--- src/rtl/e203_csr_arbt_pkg.sv ---
// Shared definitions for the CSR arbiter: op encodings, EAI range nibble,
// FSM state encoding and CSR index width.
package e203_csr_arbt_pkg;

    localparam int CSR_IDX_W = 12;
    localparam logic [3:0] EAI_NIBBLE = 4'hE;

    typedef enum logic [1:0] {
        OP_NONE = 2'b00,
        OP_RW   = 2'b01,
        OP_RS   = 2'b10,
        OP_RC   = 2'b11
    } csr_op_e;

    typedef enum logic [1:0] {
        ST_IDLE,
        ST_EAI_REQ,
        ST_EAI_RSP,
        ST_RSP
    } arbt_state_e;

    function automatic logic is_eai_idx(input logic [CSR_IDX_W-1:0] idx);
        return idx[CSR_IDX_W-1 -: 4] == EAI_NIBBLE;
    endfunction

endpackage

--- src/rtl/e203_csr_arbt_if.sv ---
// Bundle of the requester, CSR-file and EAI channels around the CSR arbiter.
interface e203_csr_arbt_if #(parameter int XLEN = 32);

    logic            alu_req_valid, alu_req_ready, alu_req_rs0, alu_req_rdwen;
    logic [11:0]     alu_req_idx;
    logic [1:0]      alu_req_op;
    logic [XLEN-1:0] alu_req_opnd;
    logic            alu_rsp_valid, alu_rsp_ready, alu_rsp_err;
    logic [XLEN-1:0] alu_rsp_rdata;

    logic            dbg_req_valid, dbg_req_ready, dbg_req_rs0, dbg_req_rdwen;
    logic [11:0]     dbg_req_idx;
    logic [1:0]      dbg_req_op;
    logic [XLEN-1:0] dbg_req_opnd;
    logic            dbg_rsp_valid, dbg_rsp_ready, dbg_rsp_err;
    logic [XLEN-1:0] dbg_rsp_rdata;

    logic            csr_ena, csr_wr_en, csr_rd_en, csr_access_ilgl;
    logic [11:0]     csr_idx;
    logic [XLEN-1:0] wbck_csr_dat, read_csr_dat;

    logic            eai_xs_off, eai_csr_valid, eai_csr_ready;
    logic [11:0]     eai_csr_addr;
    logic [1:0]      eai_csr_op;
    logic [XLEN-1:0] eai_csr_wdata, eai_rsp_rdata;
    logic            eai_rsp_valid, eai_rsp_ready, eai_rsp_err;

    // The arbiter side.
    modport slave (
        input  alu_req_valid, alu_req_idx, alu_req_op, alu_req_rs0, alu_req_rdwen, alu_req_opnd,
        input  alu_rsp_ready,
        output alu_req_ready, alu_rsp_valid, alu_rsp_rdata, alu_rsp_err,
        input  dbg_req_valid, dbg_req_idx, dbg_req_op, dbg_req_rs0, dbg_req_rdwen, dbg_req_opnd,
        input  dbg_rsp_ready,
        output dbg_req_ready, dbg_rsp_valid, dbg_rsp_rdata, dbg_rsp_err,
        output csr_ena, csr_wr_en, csr_rd_en, csr_idx, wbck_csr_dat,
        input  read_csr_dat, csr_access_ilgl,
        input  eai_xs_off, eai_csr_ready, eai_rsp_valid, eai_rsp_rdata, eai_rsp_err,
        output eai_csr_valid, eai_csr_addr, eai_csr_op, eai_csr_wdata, eai_rsp_ready
    );

    // The requesters plus CSR file and EAI coprocessor, seen as one environment.
    modport master (
        output alu_req_valid, alu_req_idx, alu_req_op, alu_req_rs0, alu_req_rdwen, alu_req_opnd,
        output alu_rsp_ready,
        input  alu_req_ready, alu_rsp_valid, alu_rsp_rdata, alu_rsp_err,
        output dbg_req_valid, dbg_req_idx, dbg_req_op, dbg_req_rs0, dbg_req_rdwen, dbg_req_opnd,
        output dbg_rsp_ready,
        input  dbg_req_ready, dbg_rsp_valid, dbg_rsp_rdata, dbg_rsp_err,
        input  csr_ena, csr_wr_en, csr_rd_en, csr_idx, wbck_csr_dat,
        output read_csr_dat, csr_access_ilgl,
        output eai_xs_off, eai_csr_ready, eai_rsp_valid, eai_rsp_rdata, eai_rsp_err,
        input  eai_csr_valid, eai_csr_addr, eai_csr_op, eai_csr_wdata, eai_rsp_ready
    );

endinterface

--- src/rtl/e203_csr_rmw.sv ---
// Combinational read-modify-write decoder: CSR write data and read/write strobes
// for CSRRW/CSRRS/CSRRC and the read-only probe.
module e203_csr_rmw
    import e203_csr_arbt_pkg::*;
#(
    parameter int XLEN = 32
) (
    input  logic [1:0]      op,
    input  logic            rs0,
    input  logic            rdwen,
    input  logic [XLEN-1:0] opnd,
    input  logic [XLEN-1:0] rdata,
    output logic [XLEN-1:0] wbck_dat,
    output logic            rd_en,
    output logic            wr_en
);

    // RW only needs the old value when rd is written; RS/RC with x0 become pure reads.
    always_comb begin
        wbck_dat = '0;
        rd_en    = 1'b0;
        wr_en    = 1'b0;
        case (csr_op_e'(op))
            OP_RW: begin
                wbck_dat = opnd;
                rd_en    = rdwen;
                wr_en    = 1'b1;
            end
            OP_RS: begin
                wbck_dat = opnd | rdata;
                rd_en    = 1'b1;
                wr_en    = ~rs0;
            end
            OP_RC: begin
                wbck_dat = ~opnd & rdata;
                rd_en    = 1'b1;
                wr_en    = ~rs0;
            end
            default: ;
        endcase
    end

endmodule

--- src/rtl/e203_csr_arbt.sv ---
// Round-robin arbiter sharing the CSR file and the EAI CSR channel between the
// ALU and debug requesters, with one transaction in flight and a held response.
module e203_csr_arbt
    import e203_csr_arbt_pkg::*;
#(
    parameter int XLEN    = 32,
    parameter int EAI_TMO = 255
) (
    input  logic                   clk,
    input  logic                   rst_n,
    e203_csr_arbt_if.slave         bus
);

    arbt_state_e           state_q, state_d;
    logic                  rr_q, rr_d;
    logic                  own_q, own_d;
    logic [7:0]            tmo_cnt_q, tmo_cnt_d;
    logic [XLEN-1:0]       rsp_rdata_q, rsp_rdata_d;
    logic                  rsp_err_q, rsp_err_d;
    logic [CSR_IDX_W-1:0]  eai_idx_q, eai_idx_d;
    logic [1:0]            eai_op_q, eai_op_d;
    logic [XLEN-1:0]       eai_opnd_q, eai_opnd_d;

    logic                  win_dbg, accept, sel_eai, tmo_hit, own_rsp_ready;
    logic [CSR_IDX_W-1:0]  sel_idx;
    logic [1:0]            sel_op;
    logic                  sel_rs0, sel_rdwen;
    logic [XLEN-1:0]       sel_opnd, rmw_wbck;
    logic                  rmw_rd_en, rmw_wr_en;

    // A lone requester always wins; with both pending the rr side wins.
    assign win_dbg   = bus.dbg_req_valid & (~bus.alu_req_valid | rr_q);
    assign accept    = (state_q == ST_IDLE) & (bus.alu_req_valid | bus.dbg_req_valid);
    assign sel_idx   = win_dbg ? bus.dbg_req_idx   : bus.alu_req_idx;
    assign sel_op    = win_dbg ? bus.dbg_req_op    : bus.alu_req_op;
    assign sel_rs0   = win_dbg ? bus.dbg_req_rs0   : bus.alu_req_rs0;
    assign sel_rdwen = win_dbg ? bus.dbg_req_rdwen : bus.alu_req_rdwen;
    assign sel_opnd  = win_dbg ? bus.dbg_req_opnd  : bus.alu_req_opnd;
    assign sel_eai   = is_eai_idx(sel_idx);
    assign tmo_hit   = tmo_cnt_q == 8'(EAI_TMO - 1);
    assign own_rsp_ready = own_q ? bus.dbg_rsp_ready : bus.alu_rsp_ready;

    e203_csr_rmw #(.XLEN(XLEN)) u_rmw (
        .op       (sel_op),
        .rs0      (sel_rs0),
        .rdwen    (sel_rdwen),
        .opnd     (sel_opnd),
        .rdata    (bus.read_csr_dat),
        .wbck_dat (rmw_wbck),
        .rd_en    (rmw_rd_en),
        .wr_en    (rmw_wr_en)
    );

    assign bus.alu_req_ready = accept & ~win_dbg;
    assign bus.dbg_req_ready = accept & win_dbg;
    assign bus.csr_ena       = accept & ~sel_eai;
    assign bus.csr_rd_en     = bus.csr_ena & rmw_rd_en;
    assign bus.csr_wr_en     = bus.csr_ena & rmw_wr_en;
    assign bus.csr_idx       = sel_idx;
    assign bus.wbck_csr_dat  = rmw_wbck;

    assign bus.alu_rsp_valid = (state_q == ST_RSP) & ~own_q;
    assign bus.dbg_rsp_valid = (state_q == ST_RSP) & own_q;
    assign bus.alu_rsp_rdata = rsp_rdata_q;
    assign bus.dbg_rsp_rdata = rsp_rdata_q;
    assign bus.alu_rsp_err   = rsp_err_q;
    assign bus.dbg_rsp_err   = rsp_err_q;

    // IDLE also drains any response that shows up after a timeout.
    assign bus.eai_csr_valid = state_q == ST_EAI_REQ;
    assign bus.eai_csr_addr  = eai_idx_q;
    assign bus.eai_csr_op    = eai_op_q;
    assign bus.eai_csr_wdata = eai_opnd_q;
    assign bus.eai_rsp_ready = (state_q == ST_EAI_RSP) | (state_q == ST_IDLE);

    always_comb begin
        state_d     = state_q;
        rr_d        = rr_q;
        own_d       = own_q;
        tmo_cnt_d   = tmo_cnt_q;
        rsp_rdata_d = rsp_rdata_q;
        rsp_err_d   = rsp_err_q;
        eai_idx_d   = eai_idx_q;
        eai_op_d    = eai_op_q;
        eai_opnd_d  = eai_opnd_q;
        case (state_q)
            ST_IDLE: begin
                if (accept) begin
                    rr_d  = ~win_dbg;
                    own_d = win_dbg;
                    if (!sel_eai) begin
                        rsp_rdata_d = bus.read_csr_dat;
                        rsp_err_d   = bus.csr_access_ilgl;
                        state_d     = ST_RSP;
                    end else if (bus.eai_xs_off) begin
                        rsp_rdata_d = '0;
                        rsp_err_d   = 1'b1;
                        state_d     = ST_RSP;
                    end else begin
                        eai_idx_d  = sel_idx;
                        eai_op_d   = sel_op;
                        eai_opnd_d = sel_opnd;
                        tmo_cnt_d  = '0;
                        state_d    = ST_EAI_REQ;
                    end
                end
            end
            ST_EAI_REQ: begin
                if (tmo_hit) begin
                    rsp_rdata_d = '0;
                    rsp_err_d   = 1'b1;
                    state_d     = ST_RSP;
                end else begin
                    tmo_cnt_d = tmo_cnt_q + 8'd1;
                    if (bus.eai_csr_ready) state_d = ST_EAI_RSP;
                end
            end
            ST_EAI_RSP: begin
                if (bus.eai_rsp_valid) begin
                    rsp_rdata_d = bus.eai_rsp_rdata;
                    rsp_err_d   = bus.eai_rsp_err;
                    state_d     = ST_RSP;
                end else if (tmo_hit) begin
                    rsp_rdata_d = '0;
                    rsp_err_d   = 1'b1;
                    state_d     = ST_RSP;
                end else begin
                    tmo_cnt_d = tmo_cnt_q + 8'd1;
                end
            end
            ST_RSP: begin
                if (own_rsp_ready) state_d = ST_IDLE;
            end
            default: state_d = ST_IDLE;
        endcase
    end

    always_ff @(posedge clk or negedge rst_n) begin
        if (!rst_n) begin
            state_q     <= ST_IDLE;
            rr_q        <= 1'b0;
            own_q       <= 1'b0;
            tmo_cnt_q   <= '0;
            rsp_rdata_q <= '0;
            rsp_err_q   <= 1'b0;
            eai_idx_q   <= '0;
            eai_op_q    <= '0;
            eai_opnd_q  <= '0;
        end else begin
            state_q     <= state_d;
            rr_q        <= rr_d;
            own_q       <= own_d;
            tmo_cnt_q   <= tmo_cnt_d;
            rsp_rdata_q <= rsp_rdata_d;
            rsp_err_q   <= rsp_err_d;
            eai_idx_q   <= eai_idx_d;
            eai_op_q    <= eai_op_d;
            eai_opnd_q  <= eai_opnd_d;
        end
    end

endmodule

--- src/flat_wrapper.sv ---
// flat-port wrapper written by rule: the top's interface ports become plain ports
module e203_csr_arbt_flat import e203_csr_arbt_pkg::*;
#(
    parameter int XLEN    = 32,
    parameter int EAI_TMO = 255
)
  (clk, rst_n, bus_alu_req_valid, bus_alu_req_idx, bus_alu_req_op, bus_alu_req_rs0, bus_alu_req_rdwen, bus_alu_req_opnd, bus_alu_rsp_ready, bus_alu_req_ready, bus_alu_rsp_valid, bus_alu_rsp_rdata, bus_alu_rsp_err, bus_dbg_req_valid, bus_dbg_req_idx, bus_dbg_req_op, bus_dbg_req_rs0, bus_dbg_req_rdwen, bus_dbg_req_opnd, bus_dbg_rsp_ready, bus_dbg_req_ready, bus_dbg_rsp_valid, bus_dbg_rsp_rdata, bus_dbg_rsp_err, bus_csr_ena, bus_csr_wr_en, bus_csr_rd_en, bus_csr_idx, bus_wbck_csr_dat, bus_read_csr_dat, bus_csr_access_ilgl, bus_eai_xs_off, bus_eai_csr_ready, bus_eai_rsp_valid, bus_eai_rsp_rdata, bus_eai_rsp_err, bus_eai_csr_valid, bus_eai_csr_addr, bus_eai_csr_op, bus_eai_csr_wdata, bus_eai_rsp_ready);
  e203_csr_arbt_if #(.XLEN(XLEN)) bus_i ();
  input  logic clk;
  input  logic rst_n;
  input wire logic [$bits(bus_i.alu_req_valid)-1:0] bus_alu_req_valid;
  input wire logic [$bits(bus_i.alu_req_idx)-1:0] bus_alu_req_idx;
  input wire logic [$bits(bus_i.alu_req_op)-1:0] bus_alu_req_op;
  input wire logic [$bits(bus_i.alu_req_rs0)-1:0] bus_alu_req_rs0;
  input wire logic [$bits(bus_i.alu_req_rdwen)-1:0] bus_alu_req_rdwen;
  input wire logic [$bits(bus_i.alu_req_opnd)-1:0] bus_alu_req_opnd;
  input wire logic [$bits(bus_i.alu_rsp_ready)-1:0] bus_alu_rsp_ready;
  output wire logic [$bits(bus_i.alu_req_ready)-1:0] bus_alu_req_ready;
  output wire logic [$bits(bus_i.alu_rsp_valid)-1:0] bus_alu_rsp_valid;
  output wire logic [$bits(bus_i.alu_rsp_rdata)-1:0] bus_alu_rsp_rdata;
  output wire logic [$bits(bus_i.alu_rsp_err)-1:0] bus_alu_rsp_err;
  input wire logic [$bits(bus_i.dbg_req_valid)-1:0] bus_dbg_req_valid;
  input wire logic [$bits(bus_i.dbg_req_idx)-1:0] bus_dbg_req_idx;
  input wire logic [$bits(bus_i.dbg_req_op)-1:0] bus_dbg_req_op;
  input wire logic [$bits(bus_i.dbg_req_rs0)-1:0] bus_dbg_req_rs0;
  input wire logic [$bits(bus_i.dbg_req_rdwen)-1:0] bus_dbg_req_rdwen;
  input wire logic [$bits(bus_i.dbg_req_opnd)-1:0] bus_dbg_req_opnd;
  input wire logic [$bits(bus_i.dbg_rsp_ready)-1:0] bus_dbg_rsp_ready;
  output wire logic [$bits(bus_i.dbg_req_ready)-1:0] bus_dbg_req_ready;
  output wire logic [$bits(bus_i.dbg_rsp_valid)-1:0] bus_dbg_rsp_valid;
  output wire logic [$bits(bus_i.dbg_rsp_rdata)-1:0] bus_dbg_rsp_rdata;
  output wire logic [$bits(bus_i.dbg_rsp_err)-1:0] bus_dbg_rsp_err;
  output wire logic [$bits(bus_i.csr_ena)-1:0] bus_csr_ena;
  output wire logic [$bits(bus_i.csr_wr_en)-1:0] bus_csr_wr_en;
  output wire logic [$bits(bus_i.csr_rd_en)-1:0] bus_csr_rd_en;
  output wire logic [$bits(bus_i.csr_idx)-1:0] bus_csr_idx;
  output wire logic [$bits(bus_i.wbck_csr_dat)-1:0] bus_wbck_csr_dat;
  input wire logic [$bits(bus_i.read_csr_dat)-1:0] bus_read_csr_dat;
  input wire logic [$bits(bus_i.csr_access_ilgl)-1:0] bus_csr_access_ilgl;
  input wire logic [$bits(bus_i.eai_xs_off)-1:0] bus_eai_xs_off;
  input wire logic [$bits(bus_i.eai_csr_ready)-1:0] bus_eai_csr_ready;
  input wire logic [$bits(bus_i.eai_rsp_valid)-1:0] bus_eai_rsp_valid;
  input wire logic [$bits(bus_i.eai_rsp_rdata)-1:0] bus_eai_rsp_rdata;
  input wire logic [$bits(bus_i.eai_rsp_err)-1:0] bus_eai_rsp_err;
  output wire logic [$bits(bus_i.eai_csr_valid)-1:0] bus_eai_csr_valid;
  output wire logic [$bits(bus_i.eai_csr_addr)-1:0] bus_eai_csr_addr;
  output wire logic [$bits(bus_i.eai_csr_op)-1:0] bus_eai_csr_op;
  output wire logic [$bits(bus_i.eai_csr_wdata)-1:0] bus_eai_csr_wdata;
  output wire logic [$bits(bus_i.eai_rsp_ready)-1:0] bus_eai_rsp_ready;
  assign bus_i.alu_req_valid = bus_alu_req_valid;
  assign bus_i.alu_req_idx = bus_alu_req_idx;
  assign bus_i.alu_req_op = bus_alu_req_op;
  assign bus_i.alu_req_rs0 = bus_alu_req_rs0;
  assign bus_i.alu_req_rdwen = bus_alu_req_rdwen;
  assign bus_i.alu_req_opnd = bus_alu_req_opnd;
  assign bus_i.alu_rsp_ready = bus_alu_rsp_ready;
  assign bus_alu_req_ready = bus_i.alu_req_ready;
  assign bus_alu_rsp_valid = bus_i.alu_rsp_valid;
  assign bus_alu_rsp_rdata = bus_i.alu_rsp_rdata;
  assign bus_alu_rsp_err = bus_i.alu_rsp_err;
  assign bus_i.dbg_req_valid = bus_dbg_req_valid;
  assign bus_i.dbg_req_idx = bus_dbg_req_idx;
  assign bus_i.dbg_req_op = bus_dbg_req_op;
  assign bus_i.dbg_req_rs0 = bus_dbg_req_rs0;
  assign bus_i.dbg_req_rdwen = bus_dbg_req_rdwen;
  assign bus_i.dbg_req_opnd = bus_dbg_req_opnd;
  assign bus_i.dbg_rsp_ready = bus_dbg_rsp_ready;
  assign bus_dbg_req_ready = bus_i.dbg_req_ready;
  assign bus_dbg_rsp_valid = bus_i.dbg_rsp_valid;
  assign bus_dbg_rsp_rdata = bus_i.dbg_rsp_rdata;
  assign bus_dbg_rsp_err = bus_i.dbg_rsp_err;
  assign bus_csr_ena = bus_i.csr_ena;
  assign bus_csr_wr_en = bus_i.csr_wr_en;
  assign bus_csr_rd_en = bus_i.csr_rd_en;
  assign bus_csr_idx = bus_i.csr_idx;
  assign bus_wbck_csr_dat = bus_i.wbck_csr_dat;
  assign bus_i.read_csr_dat = bus_read_csr_dat;
  assign bus_i.csr_access_ilgl = bus_csr_access_ilgl;
  assign bus_i.eai_xs_off = bus_eai_xs_off;
  assign bus_i.eai_csr_ready = bus_eai_csr_ready;
  assign bus_i.eai_rsp_valid = bus_eai_rsp_valid;
  assign bus_i.eai_rsp_rdata = bus_eai_rsp_rdata;
  assign bus_i.eai_rsp_err = bus_eai_rsp_err;
  assign bus_eai_csr_valid = bus_i.eai_csr_valid;
  assign bus_eai_csr_addr = bus_i.eai_csr_addr;
  assign bus_eai_csr_op = bus_i.eai_csr_op;
  assign bus_eai_csr_wdata = bus_i.eai_csr_wdata;
  assign bus_eai_rsp_ready = bus_i.eai_rsp_ready;
  e203_csr_arbt #(.XLEN(XLEN), .EAI_TMO(EAI_TMO)) u_core (.clk(clk), .rst_n(rst_n), .bus(bus_i));
endmodule
--- config.mk ---
export PLATFORM = sky130hd
export DESIGN_NAME = e203_csr_arbt_flat
export DESIGN_NICKNAME = d
export VERILOG_FILES = /design/src/rtl/e203_csr_arbt_pkg.sv /design/src/rtl/e203_csr_arbt_if.sv /design/src/rtl/e203_csr_rmw.sv /design/src/rtl/e203_csr_arbt.sv /design/src/flat_wrapper.sv
export SDC_FILE = /design/constraint.sdc
export NUM_CORES = 1
export LEC_CHECK = 0
export CORE_ASPECT_RATIO = 0.5
export CORE_MARGIN = 2
export CORE_UTILIZATION = 33
export DETAILED_ROUTE_END_ITERATION = 12
export PLACE_DENSITY = 0.71
export SLEW_MARGIN = 20
export SYNTH_ARGS = -nofsm -noshare
export SYNTH_HDL_FRONTEND = slang
export SYNTH_HIERARCHICAL = 1
export SYNTH_SLANG_ARGS = --single-unit
--- constraint.sdc ---
create_clock -name clk -period 3.1 [get_ports clk]
set_clock_uncertainty 0.15 [all_clocks]
set_input_delay 0.465 -clock clk [delete_from_list [all_inputs] [get_ports clk]]
set_output_delay 0.465 -clock clk [all_outputs]
set_load 0.02 [all_outputs]
==> flow_summary_export.csv <==
group,metric,value,unit
global_routing,grt_overflow,0,
power_and_ir_drop,ir_worst_vdd,0.000502,V
clocking,numClockSinks,91,
global_routing,grt_first_pass_wirelength,33.4,mm
synth,synth_compound_area_share,19.3,%
synth,ys_types,46,
placement,place_ws,-353,ps
sta,fin_ws,74.6,ps
worst_setup_path,crit_type,"input port to primary output",
placement,placedCellCount,1086,
clocking,cts-buffers-inserted,9,
detailed_routing,drt-total-wl,22.1,mm
layout,final_common_cell,"clkdlybuf4s50_1",
layout,stdcell_count,1103,
sta,worst_slew_pin_slew,971,ps
synth,synth-seq-cells,91,
placement,dp.final_hpwl,17.5,mm
sta,finalCritPeriodShare,97.6,%
worst_setup_path,cp-start-kind,"input port",
clocking,path_clk_slew,70,ps
global_routing,first_global_vias,5891,
synth,synth_top_family_by_area,"multiplexers",
global_routing,antenna_found_initial,1,
synth,synth_fp_nets,716,
die,die_area,18900,µm²
sta,relSlewSlack,35.1,%
worst_setup_path,crit_slowest_cell,"clkdlybuf4s50_1",
worst_setup_path,cp_num_cells,7,
clocking,cts-root-buf,"clkbuf_16",
layout,final_util,56.0,%
synth,ys_seq_area_share,38.8,%
synth,synthCells,537,
global_routing,track_usage,22.9,%
synth,yosys_warnings,6,
synth,synth-xor-area-share,0,%
synth,synthMuxAreaShare,22.7,%
sta,hold_ws,-16.4,ps
detailed_routing,route.vias.total,5609,
global_routing,grt_max_degree,48,
synth,avgSynthCellArea,10.9,µm²
worst_setup_path,crit_family,"buffers and inverters",
detailed_routing,route.detailed.drc,0,
synth,synth-async-reset-ratio,100,%
die,die_height,98.3,µm
flow_run,max-cap-violations,0,
status,violations,"negative hold slack",
synth,synth_top_area_cell,"dfrtp_1",
layout,final_layout_size_suffix_gt1_share,19.8,%
layout,most-common-layout-cells,"clkdlybuf4s50_1, dfrtp_1, mux2_2",
worst_setup_path,cpPeakStageDelay,540,ps
status,status,"finished, violations left",
detailed_routing,routedWlPerCell,20.1,µm
sta,clock.fmax,331,MHz
min_path,hp-class,"input port to asynchronous set/reset pin",
sta,rsz0062_at_grt,"yes",
clocking,clk_latency,340,ps
detailed_routing,drtIter0Drc,312,
synth,ys_top_cells_by_area,"dfrtp_1, mux2_2, mux2i_1",
sta,setup_violations,0,
worst_setup_path,path_buf_inv,5,
layout,fin_area,9750,µm²
layout,fillers,1488,
synth,ys.flop_type,"dfrtp_1",
power_and_ir_drop,total_power,8190,µW
die,num_rows,34,
placement,dpl_cell_area,9510,µm²
placement,gp_congestion,0.901,
sta,period_minus_slack,3030,ps
die,die_x,193,µm
power_and_ir_drop,p_leak,0.00439,µW
clocking,post-cts-setup-buffer-count,0,
worst_setup_path,end_kind,"primary output",
worst_setup_path,crit_required,2480,ps
sta,hold_viol_final,9,
die,core-area,17400,µm²
clocking,clockBufferDepth,2,
synth,synth_adder_area_share,1.71,%
clocking,cts_tree,"built",
synth,synth_edf_count,0,
clocking,htree_levels,3,
worst_setup_path,cp_max_fo,19,
die,io_pins,336,
detailed_routing,vias_per_cell,5.09,
synth,netlist.area_leader.share,38.8,%
die,start_util,33.7,%
worst_setup_path,crit_chain,"clkdlybuf4s50_1 > nand2_2 > buf_12 > buf_4 > buf_4 > mux2_2 > clkdlybuf4s50_1",
layout,finalNetCount,1042,
synth,synthesis.area,5870,µm²
detailed_routing,dr.pass1.iters,4,
placement,portBuffers,335,
detailed_routing,final_antenna_net_count,0,
synth,yosys.area_share.simple,6.07,%
worst_setup_path,rr_worst_depth,7,
worst_setup_path,arrival,2410,ps
layout,areaGrowthSynthToFinish,66.1,%
power_and_ir_drop,power.density,840,nW/µm²
sta,slew_violations,0,
## worst paths after layout
path | from | end | slack, ps
worst max-delay path | bus_dbg_req_valid | bus_csr_idx[9] | 70
worst min-delay path | rst_n | u_core/bus.alu_rsp_err | -20
worst max register to register | u_core/state_q[0] | u_core/bus.alu_rsp_rdata[25] | 630
worst min register to register | u_core/bus.eai_csr_addr[10] | u_core/bus.eai_csr_addr[10] | 320
max in group asynchronous | rst_n | u_core/bus.alu_rsp_rdata[6] | 2110
min in group clk | u_core/bus.eai_csr_addr[10] | u_core/bus.eai_csr_addr[10] | 320
## what timing repair did
item                                    CTS  global route
hold buffers                              0             0
gates resized for setup                  36             2
endpoints found under the setup margin   46             2
## report_power, final
group / switching [µW] / total [µW] / internal (µW)
clock: 504 / 1060 / 559
combinational: 2730 / 5140 / 2420
sequential: 340 / 1980 / 1640
## area by class of cell
type | count | area, µm² | share of cell area [%]
Timing Repair Buffer | 392 | 3810 | 39.1
Multi-Input combinational cell | 329 | 2940 | 30.1
Sequential cell | 91 | 2280 | 23.4
Tap cell | 234 | 293 | 3.00
Clock buffer | 9 | 225 | 2.31
Inverter | 40 | 150 | 1.54
Clock inverter | 7 | 58.8 | 0.603
Antenna cell | 1 | 2.50 | 0.0257
## registers in the layout (all words and copies together) (netlist names)
| signal | cells |
|---|---|
| u_core/bus.eai_csr_op | 2 |
| u_core/state_q | 2 |
| u_core/bus.eai_csr_wdata | 32 |
| u_core/bus.alu_rsp_rdata | 32 |
| u_core/bus.eai_csr_addr | 12 |
| u_core/tmo_cnt_q | 8 |
| u_core/bus.alu_rsp_err | 1 |
| u_core/rr_q | 1 |
| u_core/own_q | 1 |
## per-stage QoR
| step | TNS (ps) | hold WS, ps |
|---|---|---|
| after global placement | -10250 | 300 |
| after CTS | 0 | 25.6 |
| final | 0 | -16.4 |
| after detailed placement | -11810 | 309 |
| after global routing | -15.0 | 36.0 |
| after floorplan | 0 | 19.4 |
## synthesized netlist by cell type (all sizes together), types with 4 or more instances
cell      n
dfrtp    91
nand2    18
a21oi     7
nand3    10
nor2      5
o2bb2ai  32
clkbuf   20
a21o      6
and2      4
and3      4
a22o     31
o21ai     9
nand2b    4
nor2b     5
a32oi    33
inv      40
buf      57
nor3      6
mux2i    34
mux2     88
ha        8
## layer usage
| layer | track usage (%) | vias up | routed length [µm] |
|---|---|---|---|
| met5 | 0 | - | 0 |
| met4 | 7.81 | 0 | 642 |
| met3 | 4.31 | 38 | 1300 |
| met2 | 40.1 | 188 | 11100 |
| met1 | 28.3 | 2766 | 9110 |
| li1 | - | 2617 | - |
## cell families after synthesis
family	after synthesis
buffers and inverters	117
AND/OR/NAND/NOR	65
AO/OA/AOI/OAI	134
multiplexers	122
adder cells (fa/ha/maj)	8
flip-flops	91
(Power assumes the default switching activity.)
